`src/rtl/alu_pkg.sv`:
```
// Shared ALU definitions: opcode encoding, default datapath width and the response flag bundle.
// Imported by the interface, the combinational core and the pipelined responder.
package alu_pkg;

  localparam int ALU_W = 32;
  localparam int OP_W  = 3;

  typedef logic [OP_W-1:0] op_t;

  localparam op_t OP_AND = 3'b000;
  localparam op_t OP_OR  = 3'b001;
  localparam op_t OP_ADD = 3'b010;
  localparam op_t OP_SUB = 3'b110;
  localparam op_t OP_SLT = 3'b111;

  typedef struct packed {
    logic zero;
    logic cout;
    logic ovf;
    logic ill;
  } alu_flags_t;

  // Flag state of an empty result register: z is 0, so zero reads 1.
  localparam alu_flags_t FLAGS_RST = '{zero: 1'b1, cout: 1'b0, ovf: 1'b0, ill: 1'b0};

  function automatic logic op_is_legal(input op_t op);
    return (op == OP_AND) || (op == OP_OR) || (op == OP_ADD) ||
           (op == OP_SUB) || (op == OP_SLT);
  endfunction

endpackage

```
`src/rtl/alu_pipe_responder_if.sv`:
```
// Request/response bundle between an ALU requester (master) and the pipelined responder (slave).
// Both directions use valid/ready; a transfer happens on a rising edge with valid & ready.
interface alu_pipe_responder_if
  import alu_pkg::*;
#(
  parameter int W = ALU_W
);

  logic         req_valid;
  logic         req_ready;
  logic [W-1:0] req_a;
  logic [W-1:0] req_b;
  op_t          req_op;

  logic         rsp_valid;
  logic         rsp_ready;
  logic [W-1:0] rsp_z;
  logic         rsp_zero;
  logic         rsp_cout;
  logic         rsp_ovf;
  logic         rsp_ill;

  modport slave (
    input  req_valid,
    input  req_a,
    input  req_b,
    input  req_op,
    input  rsp_ready,
    output req_ready,
    output rsp_valid,
    output rsp_z,
    output rsp_zero,
    output rsp_cout,
    output rsp_ovf,
    output rsp_ill
  );

  modport master (
    output req_valid,
    output req_a,
    output req_b,
    output req_op,
    output rsp_ready,
    input  req_ready,
    input  rsp_valid,
    input  rsp_z,
    input  rsp_zero,
    input  rsp_cout,
    input  rsp_ovf,
    input  rsp_ill
  );

endinterface

```
`src/rtl/alu_core.sv`:
```
// Purely combinational ALU: (a, b, op) -> (z, zero, cout, ovf, ill).
// ADD and SUB share one W+1-bit adder; SUB feeds ~b with a carry-in of 1.
module alu_core
  import alu_pkg::*;
#(
  parameter int W = ALU_W
) (
  input  logic [W-1:0] a_i,
  input  logic [W-1:0] b_i,
  input  op_t          op_i,
  output logic [W-1:0] z_o,
  output alu_flags_t   flags_o
);

  logic         is_sub;
  logic [W-1:0] b_eff;
  logic [W-1:0] and_v;
  logic [W-1:0] or_v;
  logic [W:0]   sum;
  logic         lt_u;
  logic         ovf_as;
  logic [W-1:0] z;
  alu_flags_t   flags;

  assign is_sub = (op_i == OP_SUB);

  for (genvar gi = 0; gi < W; gi++) begin : g_bit
    assign and_v[gi] = a_i[gi] & b_i[gi];
    assign or_v[gi]  = a_i[gi] | b_i[gi];
    assign b_eff[gi] = b_i[gi] ^ is_sub;
  end

  // For SUB the carry out of a + ~b + 1 is the unsigned no-borrow indication.
  assign sum    = {1'b0, a_i} + {1'b0, b_eff} + {{W{1'b0}}, is_sub};
  assign lt_u   = (a_i < b_i);
  assign ovf_as = (a_i[W-1] == b_eff[W-1]) && (sum[W-1] != a_i[W-1]);

  always_comb begin
    z     = '0;
    flags = '0;
    case (op_i)
      OP_AND:         z = and_v;
      OP_OR:          z = or_v;
      OP_ADD, OP_SUB: begin
        z          = sum[W-1:0];
        flags.cout = sum[W];
        flags.ovf  = ovf_as;
      end
      OP_SLT:         z = {{(W-1){1'b0}}, lt_u};
      default:        z = '0;
    endcase
    flags.ill  = !op_is_legal(op_i);
    flags.zero = (z == '0);
  end

  assign z_o     = z;
  assign flags_o = flags;

endmodule

```
`src/rtl/alu_pipe_responder.sv`:
```
// Two-stage valid/ready ALU responder: S1 holds operands, S2 holds result and flags.
// One operation per cycle, two in flight at most, strictly in order; counts consumed responses.
module alu_pipe_responder
  import alu_pkg::*;
#(
  parameter int W     = ALU_W,
  parameter int CNT_W = 16
) (
  input  logic                clk,
  input  logic                reset,
  alu_pipe_responder_if.slave bus,
  output logic [CNT_W-1:0]    done_cnt
);

  // Stage 1: accepted request
  logic         s1_valid_q, s1_valid_d;
  logic [W-1:0] s1_a_q, s1_a_d;
  logic [W-1:0] s1_b_q, s1_b_d;
  op_t          s1_op_q, s1_op_d;

  // Stage 2: computed response
  logic         s2_valid_q, s2_valid_d;
  logic [W-1:0] s2_z_q, s2_z_d;
  alu_flags_t   s2_flags_q, s2_flags_d;

  logic [CNT_W-1:0] done_cnt_q, done_cnt_d;

  logic         s2_adv;
  logic         req_ready;
  logic         accept;
  logic         load_s2;
  logic         rsp_xfer;
  logic [W-1:0] core_z;
  alu_flags_t   core_flags;

  alu_core #(
    .W (W)
  ) u_core (
    .a_i     (s1_a_q),
    .b_i     (s1_b_q),
    .op_i    (s1_op_q),
    .z_o     (core_z),
    .flags_o (core_flags)
  );

  // S2 can take new content when empty or being drained this edge; S1 follows S2.
  assign s2_adv    = !s2_valid_q || bus.rsp_ready;
  assign req_ready = !reset && (!s1_valid_q || s2_adv);
  assign accept    = bus.req_valid && req_ready;
  assign load_s2   = s2_adv && s1_valid_q;
  assign rsp_xfer  = s2_valid_q && bus.rsp_ready;

  always_comb begin
    s1_valid_d = accept || (s1_valid_q && !s2_adv);
    s1_a_d     = s1_a_q;
    s1_b_d     = s1_b_q;
    s1_op_d    = s1_op_q;
    if (accept) begin
      s1_a_d  = bus.req_a;
      s1_b_d  = bus.req_b;
      s1_op_d = bus.req_op;
    end
  end

  always_comb begin
    s2_valid_d = s2_adv ? s1_valid_q : s2_valid_q;
    s2_z_d     = s2_z_q;
    s2_flags_d = s2_flags_q;
    if (load_s2) begin
      s2_z_d     = core_z;
      s2_flags_d = core_flags;
    end
  end

  always_comb begin
    done_cnt_d = done_cnt_q;
    if (rsp_xfer) begin
      done_cnt_d = done_cnt_q + 1'b1;
    end
  end

  always_ff @(posedge clk) begin
    if (reset) begin
      s1_valid_q <= 1'b0;
      s1_a_q     <= '0;
      s1_b_q     <= '0;
      s1_op_q    <= OP_AND;
      s2_valid_q <= 1'b0;
      s2_z_q     <= '0;
      s2_flags_q <= FLAGS_RST;
      done_cnt_q <= '0;
    end else begin
      s1_valid_q <= s1_valid_d;
      s1_a_q     <= s1_a_d;
      s1_b_q     <= s1_b_d;
      s1_op_q    <= s1_op_d;
      s2_valid_q <= s2_valid_d;
      s2_z_q     <= s2_z_d;
      s2_flags_q <= s2_flags_d;
      done_cnt_q <= done_cnt_d;
    end
  end

  assign bus.req_ready = req_ready;
  assign bus.rsp_valid = s2_valid_q;
  assign bus.rsp_z     = s2_z_q;
  assign bus.rsp_zero  = s2_flags_q.zero;
  assign bus.rsp_cout  = s2_flags_q.cout;
  assign bus.rsp_ovf   = s2_flags_q.ovf;
  assign bus.rsp_ill   = s2_flags_q.ill;
  assign done_cnt      = done_cnt_q;

endmodule

```
`src/flat_wrapper.sv`:
```
// flat-port wrapper written by rule: the top's interface ports become plain ports
module alu_pipe_responder_flat import alu_pkg::*;
#(
  parameter int W     = ALU_W,
  parameter int CNT_W = 16
)
  (clk, reset, done_cnt, bus_req_valid, bus_req_a, bus_req_b, bus_req_op, bus_rsp_ready, bus_req_ready, bus_rsp_valid, bus_rsp_z, bus_rsp_zero, bus_rsp_cout, bus_rsp_ovf, bus_rsp_ill);
  alu_pipe_responder_if #(.W(W)) bus_i ();
  input  logic clk;
  input  logic reset;
  output logic [CNT_W-1:0] done_cnt;
  input wire logic [$bits(bus_i.req_valid)-1:0] bus_req_valid;
  input wire logic [$bits(bus_i.req_a)-1:0] bus_req_a;
  input wire logic [$bits(bus_i.req_b)-1:0] bus_req_b;
  input wire logic [$bits(bus_i.req_op)-1:0] bus_req_op;
  input wire logic [$bits(bus_i.rsp_ready)-1:0] bus_rsp_ready;
  output wire logic [$bits(bus_i.req_ready)-1:0] bus_req_ready;
  output wire logic [$bits(bus_i.rsp_valid)-1:0] bus_rsp_valid;
  output wire logic [$bits(bus_i.rsp_z)-1:0] bus_rsp_z;
  output wire logic [$bits(bus_i.rsp_zero)-1:0] bus_rsp_zero;
  output wire logic [$bits(bus_i.rsp_cout)-1:0] bus_rsp_cout;
  output wire logic [$bits(bus_i.rsp_ovf)-1:0] bus_rsp_ovf;
  output wire logic [$bits(bus_i.rsp_ill)-1:0] bus_rsp_ill;
  assign bus_i.req_valid = bus_req_valid;
  assign bus_i.req_a = bus_req_a;
  assign bus_i.req_b = bus_req_b;
  assign bus_i.req_op = bus_req_op;
  assign bus_i.rsp_ready = bus_rsp_ready;
  assign bus_req_ready = bus_i.req_ready;
  assign bus_rsp_valid = bus_i.rsp_valid;
  assign bus_rsp_z = bus_i.rsp_z;
  assign bus_rsp_zero = bus_i.rsp_zero;
  assign bus_rsp_cout = bus_i.rsp_cout;
  assign bus_rsp_ovf = bus_i.rsp_ovf;
  assign bus_rsp_ill = bus_i.rsp_ill;
  alu_pipe_responder #(.W(W), .CNT_W(CNT_W)) u_core (.clk(clk), .reset(reset), .bus(bus_i), .done_cnt(done_cnt));
endmodule
```
`config.mk`:
```
export PLATFORM = sky130hd
export DESIGN_NAME = alu_pipe_responder_flat
export DESIGN_NICKNAME = d
export VERILOG_FILES = /design/src/rtl/alu_pkg.sv /design/src/rtl/alu_pipe_responder_if.sv /design/src/rtl/alu_core.sv /design/src/rtl/alu_pipe_responder.sv /design/src/flat_wrapper.sv
export SDC_FILE = /design/constraint.sdc
export NUM_CORES = 1
export LEC_CHECK = 0
export ABC_CLOCK_PERIOD_IN_PS = 12300
export CAP_MARGIN = 20
export CORE_MARGIN = 2
export CORE_UTILIZATION = 40
export DETAILED_ROUTE_END_ITERATION = 16
export GPL_ROUTABILITY_DRIVEN = 0
export PLACE_DENSITY_LB_ADDON = 0.12
export SLEW_MARGIN = 5
export SYNTH_ARGS = -nofsm -noshare
export SYNTH_HDL_FRONTEND = slang
export SYNTH_SLANG_ARGS = --single-unit
```
`constraint.sdc`:
```
create_clock -name clk -period 12.3 [get_ports clk]
set_input_delay 3.075 -clock clk [delete_from_list [all_inputs] [get_ports clk]]
set_output_delay 3.075 -clock clk [all_outputs]
set_load 0.02 [all_outputs]
```
==> results.py <==
metrics = {
    "power_and_ir_drop": {
        "power_density_nw_per_um2": 115.4,
        "peakVddDrop_v": 0.00008554,
        "p_total_mw": 1.267,
        "p_leak_nw": 4.487,
    },
    "clock_tree": {
        "cts_tree": "done",
        "clkSlewWorstSetupHoldPaths_ns": 0.05,
        "cts_setup_buffers": 0,
        "cts_hold_buf": 0,
        "clock_sinks": 121,
        "cts_buffers": 17,
        "cts_root_buffer": "clkbuf_16",
        "clk-insertion-delay-late_ns": 0.42,
        "cts-htree-levels": 4,
        "clock_path_buffers": 2,
        "cts_resized": 0,
    },
    "outcome": {
        "status": "finished, final reports clean",
    },
    "critical_path": {
        "timing.critical_path.mode_cell": "clkdlybuf4s50_1",
        "cp.required_ns": 9.22,
        "critical-path-slowest-cell": "clkdlybuf4s50_1",
        "cp_top_family": "buffers and inverters",
        "r2r-start": "u_core.s1_op_q[1]",
        "crit_type": "in2out",
        "crit_fanout": 5,
        "crit_arrival_ns": 4.62,
        "cp_num_cells": 4,
        "startpoint": "bus_rsp_ready",
        "end_kind": "output pin",
        "slowest_delay_ns": 0.58,
        "path_cells": "clkdlybuf4s50_1 > nor2b_1 > a21oi_1 > clkdlybuf4s50_1",
        "worstPathBufferInverterCount": 2,
        "worst_setup_path_start_kind": "input port",
        "rr_worst_depth": 14,
    },
    "placed_design": {
        "hpwl_mm": 19.38,
        "port_buffers": 124,
        "placed_area_sq_um": 10390,
        "placed_cells": 1455,
        "dp_slack_ns": 4.611,
    },
    "grt": {
        "grt_pass1_wl_mm": 41.61,
        "grtUsageTotal_pct": 22.14,
        "first_global_vias": 7636,
        "overflow": 0,
        "grt_antenna_before_repair": 0,
        "grt_max_degree": 76,
    },
    "timing": {
        "finalWorstSetupSlack_ns": 4.607,
        "skew_ns": 0.008199,
        "slew_violations": 0,
        "min_period_ns": 7.693,
        "fmax_mhz": 130.0,
        "rsz0062_at_grt": "false",
        "tns_ns": 0,
        "hold_viol": 0,
        "slew-limit-headroom_pct": 41.54,
        "tightest_slew_ns": 0.8769,
        "fin_crit_sh_pct": 62.54,
        "setup-violations-final": 0,
    },
    "floorplan": {
        "dieHeight_um": 154.2,
        "die_w_um": 154.2,
        "coreArea_sq_um": 21960,
        "die-area_sq_um": 23770,
        "initial_core_util_pct": 41.08,
        "ios": 125,
        "row_count": 54,
    },
    "synthesis": {
        "synthFlopType": "dfxtp_1",
        "ys_ff_latch": 121,
        "synth_area_leader_cell": "dfxtp_1",
        "ys_seq_area_share_pct": 26.86,
        "avgSynthCellArea_sq_um": 8.119,
        "synth_area_leaders": "dfxtp_1 27%, ha_1 18%, o31ai_1 5.7%, nand2_1 5.2%, xnor2_1 4.2%",
        "synth_async_sr_flop_share_pct": 0,
        "yosysTopAreaCellShare_pct": 26.86,
        "syn_area_sq_um": 9020,
        "netlist_instances": 1111,
        "synth_edf_count": 0,
        "synth_nets": 1316,
        "ys.warnings.count": 0,
        "yosysUniqueCellTypes": 80,
    },
    "worst_hold_path": {
        "hold_path_class": "reg2reg",
        "worstHoldStart": "u_core.bus.rsp_ovf",
        "whs_path_depth": 2,
    },
    "final_layout": {
        "fin_area_sq_um": 10980,
        "drive_above_1_share_pct": 5.220,
        "n_antenna_cell": 0,
        "fillers": 2176,
        "fin_nets": 1399,
        "area_growth_pct": 21.74,
        "seqCellArea_sq_um": 2424,
        "multi_input_area_sq_um": 6006,
        "final_cell_count_no_fill": 1487,
    },
    "route": {
        "viasPerCell": 5.437,
        "dr.first_iter.drc_count": 508,
        "wl_mm": 25.86,
        "ant_nets": 0,
        "vias": 8085,
        "wire_per_inst_um": 17.39,
        "drc_errors": 0,
        "first_pass_iters": 5,
    },
    "flow_run": {
        "drv_cap": 0,
    },
}
## cells in the mapped netlist (4+ instances only)
cell / n
nor2b_1: 9
a21oi_1: 67
o31ai_1: 68
nand2_1: 126
xor2_1: 15
o21bai_1: 8
nor3_1: 14
xnor2_1: 43
and4_1: 4
nand3_1: 9
nor2_1: 87
o21ai_0: 34
buf_1: 5
nor4_1: 6
nand2b_1: 7
and2_1: 8
inv_1: 85
clkbuf_1: 51
or3_1: 11
o22ai_1: 7
o21a_1: 8
mux2i_1: 9
a211oi_1: 42
dfxtp_1: 121
nand4_1: 20
and3_1: 6
a21o_1: 14
ha_1: 133
buf_2: 7
o211ai_1: 11
a31oi_1: 6
## stage by stage
stage | hold slack, ns | util [%]
finish | 0.4621 | 50.01
global route | 0.4758 | 50.01
CTS | 0.4610 | 50.01
detailed placement | 0.4550 | 47.32
global placement | 0.4409 | 47.32
floorplan | 0.4961 | -
## cell families (layout without fill, tap and decap cells)
kind of cell	after synthesis	count (layout)	share of synthesized area [%]
and+or+nand+nor	325	325	16.88
AOI/OAI and AO/OA	312	312	24.29
buffers and inverters	152	248	6.672
adders and majority gates	134	134	18.67
DFF	121	121	26.86
xor gates and xnor gates	58	58	5.632
muxes	9	9	0.9988
## power by group
| part | switching, mW | internal, mW |
|---|---|---|
| Combinational | 0.191 | 0.132 |
| Clock | 0.202 | 0.302 |
| Sequential | 0.0242 | 0.417 |
| Total | 0.417 | 0.851 |
## path summary, 6_finish.rpt
check	endpoint	slack (ns)
min reg2reg	u_core.bus.rsp_ovf	0.46
min	u_core.bus.rsp_ovf	0.46
max reg2reg	u_core.bus.rsp_zero	7.94
max	bus_req_ready	4.61
## sequential cells by signal, summed over array words and instances (netlist names)
register              flops
u_core.s1_b_q            32
u_core.s1_a_q            32
u_core.bus.rsp_zero       1
u_core.bus.rsp_ovf        1
u_core.bus.rsp_z         32
u_core.bus.rsp_cout       1
u_core.s1_op_q            3
u_core.bus.rsp_ill        1
u_core.done_cnt          16
u_core.s1_valid_q         1
u_core.bus.rsp_valid      1
## cells in the final DEF, fill, tap and decap left out, types with 20 or more instances in the layout
| cell type | count |
|---|---|
| dfxtp_1 | 120 |
| nand2_1 | 126 |
| xnor2_1 | 43 |
| nand4_1 | 20 |
| nor2_1 | 87 |
| inv_1 | 85 |
| clkdlybuf4s50_1 | 123 |
| a211oi_1 | 42 |
| o21ai_0 | 34 |
| o31ai_1 | 68 |
| a21oi_1 | 67 |
| ha_1 | 133 |
## worst register-to-register path, stage by stage (launching register included)
cell and delay [ns]:
dfxtp_1 0.38, nor2b_2 0.19, nand2_1 0.06, buf_4 0.49, xnor2_1 0.22, fa_1 0.46
a21o_1 0.22, a221oi_4 0.45, o31a_1 0.34, o21ai_1 0.23, xor2_1 0.19, a21oi_1 0.37
and4_1 0.31, nand4_1 0.12, o31ai_2 0.25
## routing by layer
layer | GRT usage, % | wire length, um | part of all wire, % | vias to the layer above
met3 | 4.256 | 1428 | 5.5 | 28
li1 | - | - | - | 4119
met2 | 32.91 | 10770 | 42 | 214
met4 | 5.741 | 403 | 1.6 | 0
met1 | 32.61 | 13260 | 51 | 3724
met5 | 0 | 0 | 0 | -
## cell type report
type | count | area share [%]
Inverter | 85 | 2.906
Clock buffer | 17 | 3.874
Clock inverter | 15 | 1.504
Sequential cell | 121 | 22.07
Timing Repair Buffer | 131 | 11.76
Tap cell | 280 | 3.191
Multi-Input combinational cell | 838 | 54.69
Power figures use the tool's default switching activity.
